File: config.mk
export PLATFORM = sky130hd
export DESIGN_NAME = syn_frame_parser
export DESIGN_NICKNAME = d
export VERILOG_FILES = /design/src/rtl/syn_frame_parser_pkg.sv /design/src/rtl/syn_frame_parser_sat_cnt16.sv /design/src/rtl/syn_frame_parser.sv
export SDC_FILE = /design/constraint.sdc
export NUM_CORES = 1
export LEC_CHECK = 0
export CAP_MARGIN = 20
export CORE_UTILIZATION = 50
export CTS_CLUSTER_DIAMETER = 120
export DETAILED_ROUTE_END_ITERATION = 10
export GPL_TIMING_DRIVEN = 0
export PLACE_DENSITY = 0.81
export SYNTH_ARGS = -nofsm -noshare
export SYNTH_HDL_FRONTEND = slang
export SYNTH_HIERARCHICAL = 1
export SYNTH_SLANG_ARGS = --single-unit
File: constraint.sdc
create_clock -name i_clk -period 2.85 [get_ports i_clk]
set_input_delay 0.57 -clock i_clk [delete_from_list [all_inputs] [get_ports i_clk]]
set_output_delay 0.57 -clock i_clk [all_outputs]
set_load 0.03 [all_outputs]
File: src/rtl/syn_frame_parser_pkg.sv
// -----------------------------------------------------------------------------
// syn_frame_parser_pkg
//   Shared sync-protocol definitions. Both the sync frame parser and the sync
//   transmitter use this package.
//   Contents: default EtherType, local/broadcast MAC, message codes, frame beat
//   offsets, beat0/beat1 header layouts and a code range helper.
// -----------------------------------------------------------------------------
package syn_frame_parser_pkg;

    // Protocol defaults
    localparam logic [15:0] SYN_ETHERTYPE_DEF = 16'hff03;
    localparam logic [47:0] SYN_MY_MAC_DEF    = 48'h8D_BC_5C_4A_1A_1F;
    localparam logic [47:0] SYN_BCAST_MAC     = 48'hFFFF_FFFF_FFFF;
    localparam int          SYN_MAX_BEATS_DEF = 16;

    // Message codes
    localparam logic [7:0] SYN_CODE_SLAVE_TS  = 8'h01;
    localparam logic [7:0] SYN_CODE_RETURN_TS = 8'h02;
    localparam logic [7:0] SYN_CODE_STD_TIME  = 8'h03;
    localparam logic [7:0] SYN_CODE_CTRL      = 8'h04;

    // Beat offsets inside a frame (64-bit beats, 0-based)
    localparam int SYN_BEAT_HDR0    = 0;
    localparam int SYN_BEAT_HDR1    = 1;
    localparam int SYN_BEAT_PAYLOAD = 2;
    localparam int SYN_BEAT_LAST    = 7;
    localparam int SYN_FRAME_BEATS  = 8;

    typedef struct packed {
        logic [47:0] dst_mac;
        logic [15:0] src_mac_hi;
    } syn_beat0_t;

    typedef struct packed {
        logic [31:0] src_mac_lo;
        logic [15:0] ethertype;
        logic [7:0]  code;
        logic [7:0]  slot_id;
    } syn_beat1_t;

    function automatic logic syn_code_valid(input logic [7:0] code);
        return (code >= SYN_CODE_SLAVE_TS) && (code <= SYN_CODE_CTRL);
    endfunction

endpackage

File: src/rtl/syn_frame_parser_sat_cnt16.sv
// -----------------------------------------------------------------------------
// sat_cnt16
//   16-bit counter that sticks at 16'hFFFF instead of wrapping.
//   Ports: clk_i, rst_ni (async, active-low), inc_i (count enable),
//          cnt_o (current count).
// -----------------------------------------------------------------------------
module sat_cnt16 (
    input  logic        clk_i,
    input  logic        rst_ni,
    input  logic        inc_i,
    output logic [15:0] cnt_o
);

    logic [15:0] cnt_q;

    always_ff @(posedge clk_i or negedge rst_ni) begin
        if (!rst_ni) begin
            cnt_q <= '0;
        end else if (inc_i && (cnt_q != 16'hFFFF)) begin
            cnt_q <= cnt_q + 16'd1;
        end
    end

    assign cnt_o = cnt_q;

endmodule

File: src/rtl/syn_frame_parser.sv
// -----------------------------------------------------------------------------
// syn_frame_parser
//   Parses fixed-format 64-bit sync/control frames from an AXI-Stream receive
//   port with no back-pressure. Accepted frames update the output register that
//   belongs to their message code and pulse its strobe one cycle after tlast.
//   Ports:
//     i_clk, i_rst_n                     clock, async active-low reset
//     s_rx_axis_t{valid,data,last,keep,user}  receive stream
//     o_recv_time_stamp / o_recv_ts_valid     code 01 payload + strobe
//     o_recv_return_ts  / o_recv_return_valid code 02 payload + strobe
//     o_recv_std_time   / o_recv_std_valid    code 03 payload + strobe
//     o_cur_slot_id, o_syn_start              code 04 slot id, start pulse
//     o_frame_cnt, o_drop_cnt                 saturating frame counters
// -----------------------------------------------------------------------------
module syn_frame_parser
    import syn_frame_parser_pkg::*;
#(
    parameter logic [15:0] P_SLOT_ID_TYPE = SYN_ETHERTYPE_DEF,
    parameter logic [47:0] P_MY_MAC       = SYN_MY_MAC_DEF,
    parameter int          P_MAX_BEATS    = SYN_MAX_BEATS_DEF
) (
    input  logic        i_clk,
    input  logic        i_rst_n,
    input  logic        s_rx_axis_tvalid,
    input  logic [63:0] s_rx_axis_tdata,
    input  logic        s_rx_axis_tlast,
    input  logic [7:0]  s_rx_axis_tkeep,
    input  logic        s_rx_axis_tuser,
    output logic [63:0] o_recv_time_stamp,
    output logic        o_recv_ts_valid,
    output logic [63:0] o_recv_return_ts,
    output logic        o_recv_return_valid,
    output logic [63:0] o_recv_std_time,
    output logic        o_recv_std_valid,
    output logic [7:0]  o_cur_slot_id,
    output logic        o_syn_start,
    output logic [15:0] o_frame_cnt,
    output logic [15:0] o_drop_cnt
);

    localparam logic [2:0] S_IDLE    = 3'd0;
    localparam logic [2:0] S_HDR     = 3'd1;
    localparam logic [2:0] S_PAYLOAD = 3'd2;
    localparam logic [2:0] S_PAD     = 3'd3;
    localparam logic [2:0] S_DROP    = 3'd4;

    // Index of the last beat a frame may carry without tlast before it is
    // discarded; the counter holds the index of the beat currently on the bus.
    localparam logic [3:0] BEAT_LIMIT = 4'(P_MAX_BEATS - 1);

    logic [2:0]  state_q,   state_d;
    logic [3:0]  beat_q,    beat_d;
    logic [7:0]  code_q,    code_d;
    logic [7:0]  slot_q,    slot_d;
    logic [63:0] payload_q, payload_d;
    logic        accept, drop;

    logic [63:0] ts_q, ret_q, std_q;
    logic        ts_vld_q, ret_vld_q, std_vld_q, syn_q;
    logic [7:0]  cur_slot_q;

    syn_beat0_t  b0;
    syn_beat1_t  b1;
    logic        dest_ok, hdr_ok;

    assign b0      = syn_beat0_t'(s_rx_axis_tdata);
    assign b1      = syn_beat1_t'(s_rx_axis_tdata);
    assign dest_ok = (b0.dst_mac == P_MY_MAC) || (b0.dst_mac == SYN_BCAST_MAC);
    assign hdr_ok  = (b1.ethertype == P_SLOT_ID_TYPE) && syn_code_valid(b1.code);

    // Source MAC and tkeep carry nothing this parser acts on.
    logic unused_bits;
    assign unused_bits = ^{s_rx_axis_tkeep, b0.src_mac_hi, b1.src_mac_lo};

    always_comb begin
        state_d   = state_q;
        code_d    = code_q;
        slot_d    = slot_q;
        payload_d = payload_q;
        accept    = 1'b0;
        drop      = 1'b0;
        if (s_rx_axis_tvalid) begin
            case (state_q)
                S_IDLE: begin
                    if (s_rx_axis_tlast) drop = 1'b1;  // single-beat frame
                    else if (dest_ok)    state_d = S_HDR;
                    else                 state_d = S_DROP;
                end
                S_HDR: begin
                    if (s_rx_axis_tlast) begin
                        drop    = 1'b1;
                        state_d = S_IDLE;
                    end else if (hdr_ok) begin
                        code_d  = b1.code;
                        slot_d  = b1.slot_id;
                        state_d = S_PAYLOAD;
                    end else begin
                        state_d = S_DROP;
                    end
                end
                S_PAYLOAD: begin
                    payload_d = s_rx_axis_tdata;
                    if (s_rx_axis_tlast) begin
                        accept  = !s_rx_axis_tuser;
                        drop    = s_rx_axis_tuser;
                        state_d = S_IDLE;
                    end else begin
                        state_d = S_PAD;
                    end
                end
                S_PAD: begin
                    if (s_rx_axis_tlast) begin
                        accept  = !s_rx_axis_tuser;
                        drop    = s_rx_axis_tuser;
                        state_d = S_IDLE;
                    end else if (beat_q == BEAT_LIMIT) begin
                        state_d = S_DROP;
                    end
                end
                S_DROP: begin
                    if (s_rx_axis_tlast) begin
                        drop    = 1'b1;
                        state_d = S_IDLE;
                    end
                end
                default: state_d = S_IDLE;
            endcase
        end
    end

    always_comb begin
        beat_d = beat_q;
        if (s_rx_axis_tvalid) beat_d = s_rx_axis_tlast ? 4'd0 : beat_q + 4'd1;
    end

    always_ff @(posedge i_clk or negedge i_rst_n) begin
        if (!i_rst_n) begin
            state_q   <= S_IDLE;
            beat_q    <= '0;
            code_q    <= '0;
            slot_q    <= '0;
            payload_q <= '0;
        end else begin
            state_q   <= state_d;
            beat_q    <= beat_d;
            code_q    <= code_d;
            slot_q    <= slot_d;
            payload_q <= payload_d;
        end
    end

    // payload_d already holds beat2 when tlast lands on the payload beat, so it
    // is the right source for both the short and the padded frame.
    always_ff @(posedge i_clk or negedge i_rst_n) begin
        if (!i_rst_n) begin
            ts_q       <= '0;
            ret_q      <= '0;
            std_q      <= '0;
            cur_slot_q <= '0;
            ts_vld_q   <= 1'b0;
            ret_vld_q  <= 1'b0;
            std_vld_q  <= 1'b0;
            syn_q      <= 1'b0;
        end else begin
            ts_vld_q  <= 1'b0;
            ret_vld_q <= 1'b0;
            std_vld_q <= 1'b0;
            syn_q     <= 1'b0;
            if (accept) begin
                case (code_q)
                    SYN_CODE_SLAVE_TS: begin
                        ts_q     <= payload_d;
                        ts_vld_q <= 1'b1;
                    end
                    SYN_CODE_RETURN_TS: begin
                        ret_q     <= payload_d;
                        ret_vld_q <= 1'b1;
                    end
                    SYN_CODE_STD_TIME: begin
                        std_q     <= payload_d;
                        std_vld_q <= 1'b1;
                    end
                    SYN_CODE_CTRL: begin
                        cur_slot_q <= slot_q;
                        syn_q      <= payload_d[0];
                    end
                    default: ;
                endcase
            end
        end
    end

    sat_cnt16 u_frame_cnt (
        .clk_i  (i_clk),
        .rst_ni (i_rst_n),
        .inc_i  (accept),
        .cnt_o  (o_frame_cnt)
    );

    sat_cnt16 u_drop_cnt (
        .clk_i  (i_clk),
        .rst_ni (i_rst_n),
        .inc_i  (drop),
        .cnt_o  (o_drop_cnt)
    );

    assign o_recv_time_stamp   = ts_q;
    assign o_recv_ts_valid     = ts_vld_q;
    assign o_recv_return_ts    = ret_q;
    assign o_recv_return_valid = ret_vld_q;
    assign o_recv_std_time     = std_q;
    assign o_recv_std_valid    = std_vld_q;
    assign o_cur_slot_id       = cur_slot_q;
    assign o_syn_start         = syn_q;

endmodule

==> impl_metrics.csv, run 1 <==
group,metric,value,unit
route,antenna_left,0,
logic_synthesis,syn_inst,828,
route,drt_iter0_drc,612,
status,outcome,"finished, final reports clean",
route,viasPerCell,5.527,
power_and_ir_drop,powerDensity,569.2,mW/mm^2
global_routing,grt_pass1_wl,52740,microns
global_routing,grtUsageTotal,0.2658,
sta,min_period_over_period,0.9309,
global_routing,grt_max_degree,108,
clocking,cts_tree,"built",
clocking,clock_sinks,323,
route,wire_per_inst,22.46,microns
finish,drive_gt1_frac,0.3227,
setup_path,reg2reg_slack,0.25,ns
setup_path,reg2reg_to,"o_recv_time_stamp[6]",
placement,dp_slack,-0.3792,ns
logic_synthesis,synth.top_cells.by_area,"dfrtp_1 63%, mux2_2 24%, nand4_1 1.3%",
sta,tightest_slew,0.8190,ns
setup_path,crit_fanout,10,
clocking,cts-root-buf,"clkbuf_16",
sta,rsz0062_at_grt,"no",
sta,final-setup-viol-count,0,
setup_path,reg2regPathDepth,7,
logic_synthesis,synth_cell_type_count,50,
power_and_ir_drop,p_leak,8.299,nW
placement,routabilityCongestion,0.8102,
logic_synthesis,synth_edf_count,0,
global_routing,grt_pass1_vias,8940,
route,routed_wl,34280,microns
power_and_ir_drop,peakVddDrop,0.6002,mV
floorplan,dieHeight,162.4,microns
clocking,ctsLongestPathBuffers,3,
clocking,cts.clk_slew.worst_paths,0.06,ns
placement,port-buffer-count,302,
logic_synthesis,avgSynthCellArea,15.54,sq um
logic_synthesis,synth-simple-area-share,0.07334,
finish,area_delta_synth_final,37.02,%
setup_path,cp.arrival,3.03,ns
placement,dp_hpwl,23950,microns
clocking,cts_buffers,35,
route,vias,8434,
logic_synthesis,synth-xor-area-share,0.01021,
global_routing,grt.overflow.total,0,
sta,fin_ws,0.1968,ns
setup_path,crit_type,"input port to register",
hold_path,hold_path_end,"beat_q[3]",
logic_synthesis,synth_compound_area_frac,0.02578,
setup_path,rr_startpoint,"code_q[5]",
route,drc,0,
hold_path,hp-class,"input port to register",
logic_synthesis,yosysTopAreaCell,"dfrtp_1",
logic_synthesis,synth_top_area_frac,0.6283,
route,dr.pass1.iters,5,
sta,tns,0,ns
floorplan,core_area,0.02518,sq mm
logic_synthesis,synth.area.mux_share,0.2442,
sta,finalMaxSlewViolations,0,
floorplan,start_util,0.5108,
finish,n_antenna_cell,0,
hold_path,min_from,"s_rx_axis_tlast",
flow_run,cap_violations,0,
finish,fin_nets,1251,
logic_synthesis,ys_seq_area_frac,0.6283,
sta,slew_headroom,0.4498,
logic_synthesis,synthArstFlopShare,1.000,
logic_synthesis,ys_ff_latch,323,
hold_path,worstHoldPathCells,2,
logic_synthesis,synth_fa_ha_area_frac,0.002918,
sta,hold_viol,0,
logic_synthesis,synth-warning-count,6,
sta,skew,0.01685,ns
floorplan,die_x,162.4,microns
setup_path,critPathRequiredTime,3.23,ns
clocking,cts_max_level,2,
global_routing,antenna_found_initial,0,
setup_path,cp-start-kind,"input port",
logic_synthesis,ys.flop_type,"dfrtp_1",
logic_synthesis,synth_top_family_by_area,"multiplexers",
floorplan,dieArea,0.02637,sq mm
floorplan,io-pin-count,313,
sta,period_needed,2.653,ns
clocking,clk_latency,0.51,ns
sta,fmax,376.9,MHz
logic_synthesis,syn_nets,908,
logic_synthesis,syn-cell-area,0.01286,sq mm
setup_path,end_kind,"register",
floorplan,fp-row-count,58,
-- area by class of cell --
| cell class | instances | area, sq um |
|---|---|---|
| Sequential cell | 323 | 8083 |
| Fill cell | 1682 | 7556 |
| Multi-Input combinational cell | 472 | 4592 |
| Timing Repair Buffer | 306 | 3120 |
| Clock buffer | 46 | 989.7 |
| Tap cell | 330 | 412.9 |
| Clock inverter | 16 | 232.7 |
| Buffer | 31 | 187.7 |
| Inverter | 2 | 7.507 |
-- metrics by stage --
stage                     cell area (sq um)  std cells  hold slack [ns]  power [W]  utilization
after floorplan                       12860        828           0.2744   0.004968            -
after global placement                16300       1460           0.4672   0.005289       0.6473
after detailed placement              16390       1463           0.4756   0.005316       0.6508
after CTS                             17620       1526           0.4435    0.01012       0.6997
after global routing                  17630       1526           0.4754    0.01034       0.6999
final                                 17630       1526           0.4633    0.01003       0.6999
-- cell families (layout without fill, tap and decap cells) --
logic type	after synthesis	count (layout)
AO/OA/AOI/OAI	44	44
flip-flops	323	323
XOR/XNOR	15	15
multiplexers	279	279
adder cells (fa/ha/maj)	3	3
buffers and inverters	33	401
AND/OR/NAND/NOR	131	131
-- where the power goes --
group	total, W	switching, W	internal [W]
sequential	0.00472	0.0000824	0.00464
clock	0.00480	0.00181	0.00299
combinational	0.000512	0.000295	0.000217
-- synthesized netlist by cell type, types with 3 or more instances --
master      n
mux2_2    273
nand4_1    26
a31oi_1     7
nand2b_1    3
ha_1        3
and4_1      4
nor2_1     12
nor3_2      3
nand3_1    18
clkbuf_1    4
and2_1      6
nor4_1      7
nor4_4      5
nor3_1      6
nand2_1    15
a21oi_1    10
dfrtp_1   323
xor2_1      5
mux2_1      6
buf_2      12
o21a_1     10
buf_4      15
xnor2_1    10
o21ai_0     3
and3_1      4
-- worst max path at each step --
stage                              from               endpoint  slack, ns  cells after the start
floorplan              s_rx_axis_tvalid   o_recv_return_ts[10]       0.51                      6
global placement                i_rst_n    o_recv_std_time[35]     -12.64                      1
detailed placement     s_rx_axis_tvalid   o_recv_return_ts[35]      -0.38                      6
CTS                          state_q[1]  o_recv_time_stamp[14]       0.05                      5
global route        s_rx_axis_tdata[20]              code_q[0]       0.04                      7
finish              s_rx_axis_tdata[18]              code_q[0]       0.20                      7
-- state kept, by name, indices dropped and copies added, names as in the netlist, 4 cells and up --
| register | flops |
|---|---|
| o_recv_return_ts | 64 |
| o_recv_time_stamp | 64 |
| o_cur_slot_id | 8 |
| o_recv_std_time | 64 |
| slot_q | 8 |
| beat_q | 4 |
| u_drop_cnt/cnt_o | 16 |
| payload_q | 64 |
| code_q | 8 |
| u_frame_cnt/cnt_o | 16 |
-- layer usage --
layer | vias to the layer above | global-route usage | part of all wire
met4 | 0 | 0.07376 | 0.021
met5 | - | 0 | 0
met2 | 333 | 0.4246 | 0.48
met3 | 55 | 0.09728 | 0.094
met1 | 4322 | 0.3407 | 0.41
li1 | 3724 | - | -
-- placed cells by master, fill, tap and decap left out, types with 3 or more instances in the layout --
master	count
dfrtp_1	323
clkdlybuf4s50_1	301
mux2_2	273
clkbuf_16	37
nand4_1	26
nand3_1	18
nand2_1	15
buf_4	15
nor2_1	12
buf_2	12
clkbuf_1	10
a21oi_1	10
o21a_1	10
xnor2_1	10
clkinv_2	9
nor4_1	7
a31oi_1	7
nor3_1	6
and2_1	6
mux2_1	6
bufinv_16	6
nor4_4	5
xor2_1	5
and4_1	4
and3_1	4
nand2b_1	3
o21ai_0	3
ha_1	3
clkbuf_8	3
buf_16	3
-- critical path: stages --
cell and delay (ns):
clkdlybuf4s50_1 0.53, nor4_1 0.42, nand4_1 0.17, nor3_1 0.21, nand3_1 0.41, clkbuf_1 0.37
mux2_2 0.35
-- timing repair --
action / in CTS / in global routing
hold buffers: 1 / 0
hold endpoints to repair: 1 / 0
setup endpoints to repair: 0 / 105
buffers inserted: 0 / 0
resized for setup: 0 / 1
(Power assumes the default switching activity.)
==> inputs of run 2 (changes only) <==
--- a/config.mk
+++ b/config.mk
@@ -11,6 +11,7 @@
 export DETAILED_ROUTE_END_ITERATION = 10
 export GPL_TIMING_DRIVEN = 0
 export PLACE_DENSITY = 0.81
+export RECOVER_POWER = 25
 export SYNTH_ARGS = -nofsm -noshare
 export SYNTH_HDL_FRONTEND = slang
 export SYNTH_HIERARCHICAL = 1
==> run 2 against run 1 <==
Compared with the run above: final cell count unchanged; clock power about the same; setup slack got worse by 0.016 ns; clock skew decreased by 0.0016 ns; die area unchanged; design area decreased by 0.26%; global-route usage unchanged; non-clock buffer count unchanged; total power decreased by 0.15%; sequential share of layout area increased by 0.12 points; critical path type unchanged.
==> impl_metrics.csv, run 2 (synthesis gave the netlist of run 1 again) <==
group,metric,value,unit
clocking,clk_latency,0.51,ns
placement,dp_hpwl,23950,microns
floorplan,die_x,162.4,microns
placement,dp_cells,1463,
route,vias,8433,
floorplan,io-pin-count,313,
route,wl_met2,16210,microns
route,dr.pass1.iters,5,
sta,worst_hold_slack,0.4608,ns
setup_path,critPathRequiredTime,3.23,ns
sta,fmax,374.7,MHz
route,drt_iter0_drc,560,
power_and_ir_drop,powerDensity,569.8,mW/mm^2
global_routing,grt_pass1_wl,52740,microns
global_routing,grt.overflow.total,0,
finish,area_delta_synth_final,36.66,%
finish,n_antenna_cell,0,
placement,placed_area,0.01639,sq mm
finish,fin_nets,1251,
sta,tightest_slew,1.149,ns
clocking,cts.clk_slew.worst_paths,0.06,ns
route,drc,0,
hold_path,hp-class,"input port to register",
route,viasPerCell,5.526,
clocking,clock_sinks,323,
finish,multiInputGateArea,0.004566,sq mm
placement,routabilityCongestion,0.8102,
finish,final-seq-area,0.008083,sq mm
route,wire_per_inst,22.42,microns
power_and_ir_drop,p_leak,8.293,nW
sta,slew_headroom,0.2337,
floorplan,dieArea,0.02637,sq mm
power_and_ir_drop,power,0.01002,W
finish,drive_gt1_frac,0.3186,
clocking,cts-root-buf,"clkbuf_16",
setup_path,crit_type,"input port to register",
sta,final-setup-viol-count,0,
floorplan,dieHeight,162.4,microns
clocking,postCtsSetupRepairBufs,0,
setup_path,cp-start-kind,"input port",
clocking,ctsLongestPathBuffers,3,
floorplan,fp-row-count,58,
sta,min_period_over_period,0.9365,
setup_path,end_kind,"register",
clocking,cts_buffers,35,
clocking,cts_tree,"built",
global_routing,grtUsageTotal,0.2658,
setup_path,crit_fanout,10,
setup_path,cp.arrival,3.05,ns
sta,hold_viol,0,
flow_run,cap_violations,0,
sta,period_needed,2.669,ns
sta,finalMaxSlewViolations,0,
global_routing,antenna_found_initial,0,
placement,port-buffer-count,302,
finish,final_cell_mix,"323 x dfrtp_1, 301 x clkdlybuf4s50_1, 270 x mux2_2",
status,outcome,"finished, final reports clean",
sta,skew,0.01528,ns
sta,rsz0062_at_grt,"no",
finish,fin_area,0.01758,sq mm
route,routed_wl,34210,microns
finish,n_fill_cell,1689,
power_and_ir_drop,peakVddDrop,0.6007,mV
global_routing,grt_pass1_vias,8940,
route,met1_length,13890,microns
floorplan,core_area,0.02518,sq mm
global_routing,grt_max_degree,108,
floorplan,start_util,0.5108,
clocking,cts_max_level,2,
route,top_layer_used,"met4",
finish,final_common_cell,"dfrtp_1",
finish,layoutNonFillerInstCount,1526,
route,antenna_left,0,
route,dr_wl_met3,3363,microns
## run 2: changes by cell type in the layout (fill, tap and decap cells not counted), sizes merged
cell and delta:
buf -1, clkbuf +1
## run 2: repair_timing
action                                  4_1_cts  5_1_grt
endpoints found under the hold margin         1        0
gates resized for setup                       0        1
endpoints found under the setup margin        0      105
hold buffers                                  1        0
## run 2: power by group
group	internal, W	switching [W]
clock network	0.00299	0.00181
logic	0.000213	0.000290
registers	0.00464	0.0000809
total	0.00784	0.00218
## run 2: cell type report
| cell class | count | area share |
|---|---|---|
| buffer | 31 | 0.01068 |
| inverter | 2 | 0.0004270 |
| clock buffer | 46 | 0.05630 |
| multi-input combinational | 472 | 0.2597 |
| timing repair buffer | 306 | 0.1764 |
| tap | 330 | 0.02349 |
| clock inverter | 16 | 0.01324 |
| sequential | 323 | 0.4598 |
## run 2: metrics by stage
stage                     setup slack, ns  setup TNS (ns)  utilization
after floorplan                    0.5144               0            -
after global placement             -12.64        -4131.99       0.6473
after detailed placement          -0.3792          -67.42       0.6508
after CTS                         0.05254               0       0.6997
after global routing              0.03660               0       0.6981
final                              0.1810               0       0.6981
## run 2: critical path, cell delays in order
cell,delay (ns)
clkdlybuf4s50_1,0.53
nor4_1,0.42
nand4_1,0.17
nor3_1,0.22
nand3_1,0.42
clkbuf_1,0.37
mux2_2,0.34
## run 2: path summary, 6_finish.rpt
| path | startpoint | endpoint | slack, ns | cells past startpoint |
|---|---|---|---|---|
| worst max-delay path | s_rx_axis_tdata[18] | code_q[0] | 0.18 | 7 |
| worst min-delay path | s_rx_axis_tlast | beat_q[3] | 0.46 | 2 |
| worst max register to register | code_q[5] | o_recv_time_stamp[6] | 0.24 | 7 |
| worst min register to register | o_cur_slot_id[6] | o_cur_slot_id[6] | 0.48 | 1 |
| max in group asynchronous | i_rst_n | o_recv_time_stamp[25] | 0.42 | 4 |
| min in group asynchronous | i_rst_n | u_drop_cnt/cnt_o[11] | 0.59 | 2 |
## run 2: layer usage
metal,vias up,global-route usage
li1,3726,-
met1,4306,0.3407
met2,344,0.4246
met3,57,0.09728
met4,0,0.07376
met5,-,0
==> inputs of run 3 (changes only) <==
--- a/config.mk
+++ b/config.mk
@@ -5,10 +5,10 @@
 export SDC_FILE = /design/constraint.sdc
 export NUM_CORES = 1
 export LEC_CHECK = 0
-export CAP_MARGIN = 20
 export CORE_UTILIZATION = 50
 export CTS_CLUSTER_DIAMETER = 120
 export DETAILED_ROUTE_END_ITERATION = 10
+export GPL_ROUTABILITY_DRIVEN = 1
 export GPL_TIMING_DRIVEN = 0
 export PLACE_DENSITY = 0.81
 export RECOVER_POWER = 25
==> results of run 3 <==
Final layout, timing and power as in run 2 (identical DEF).
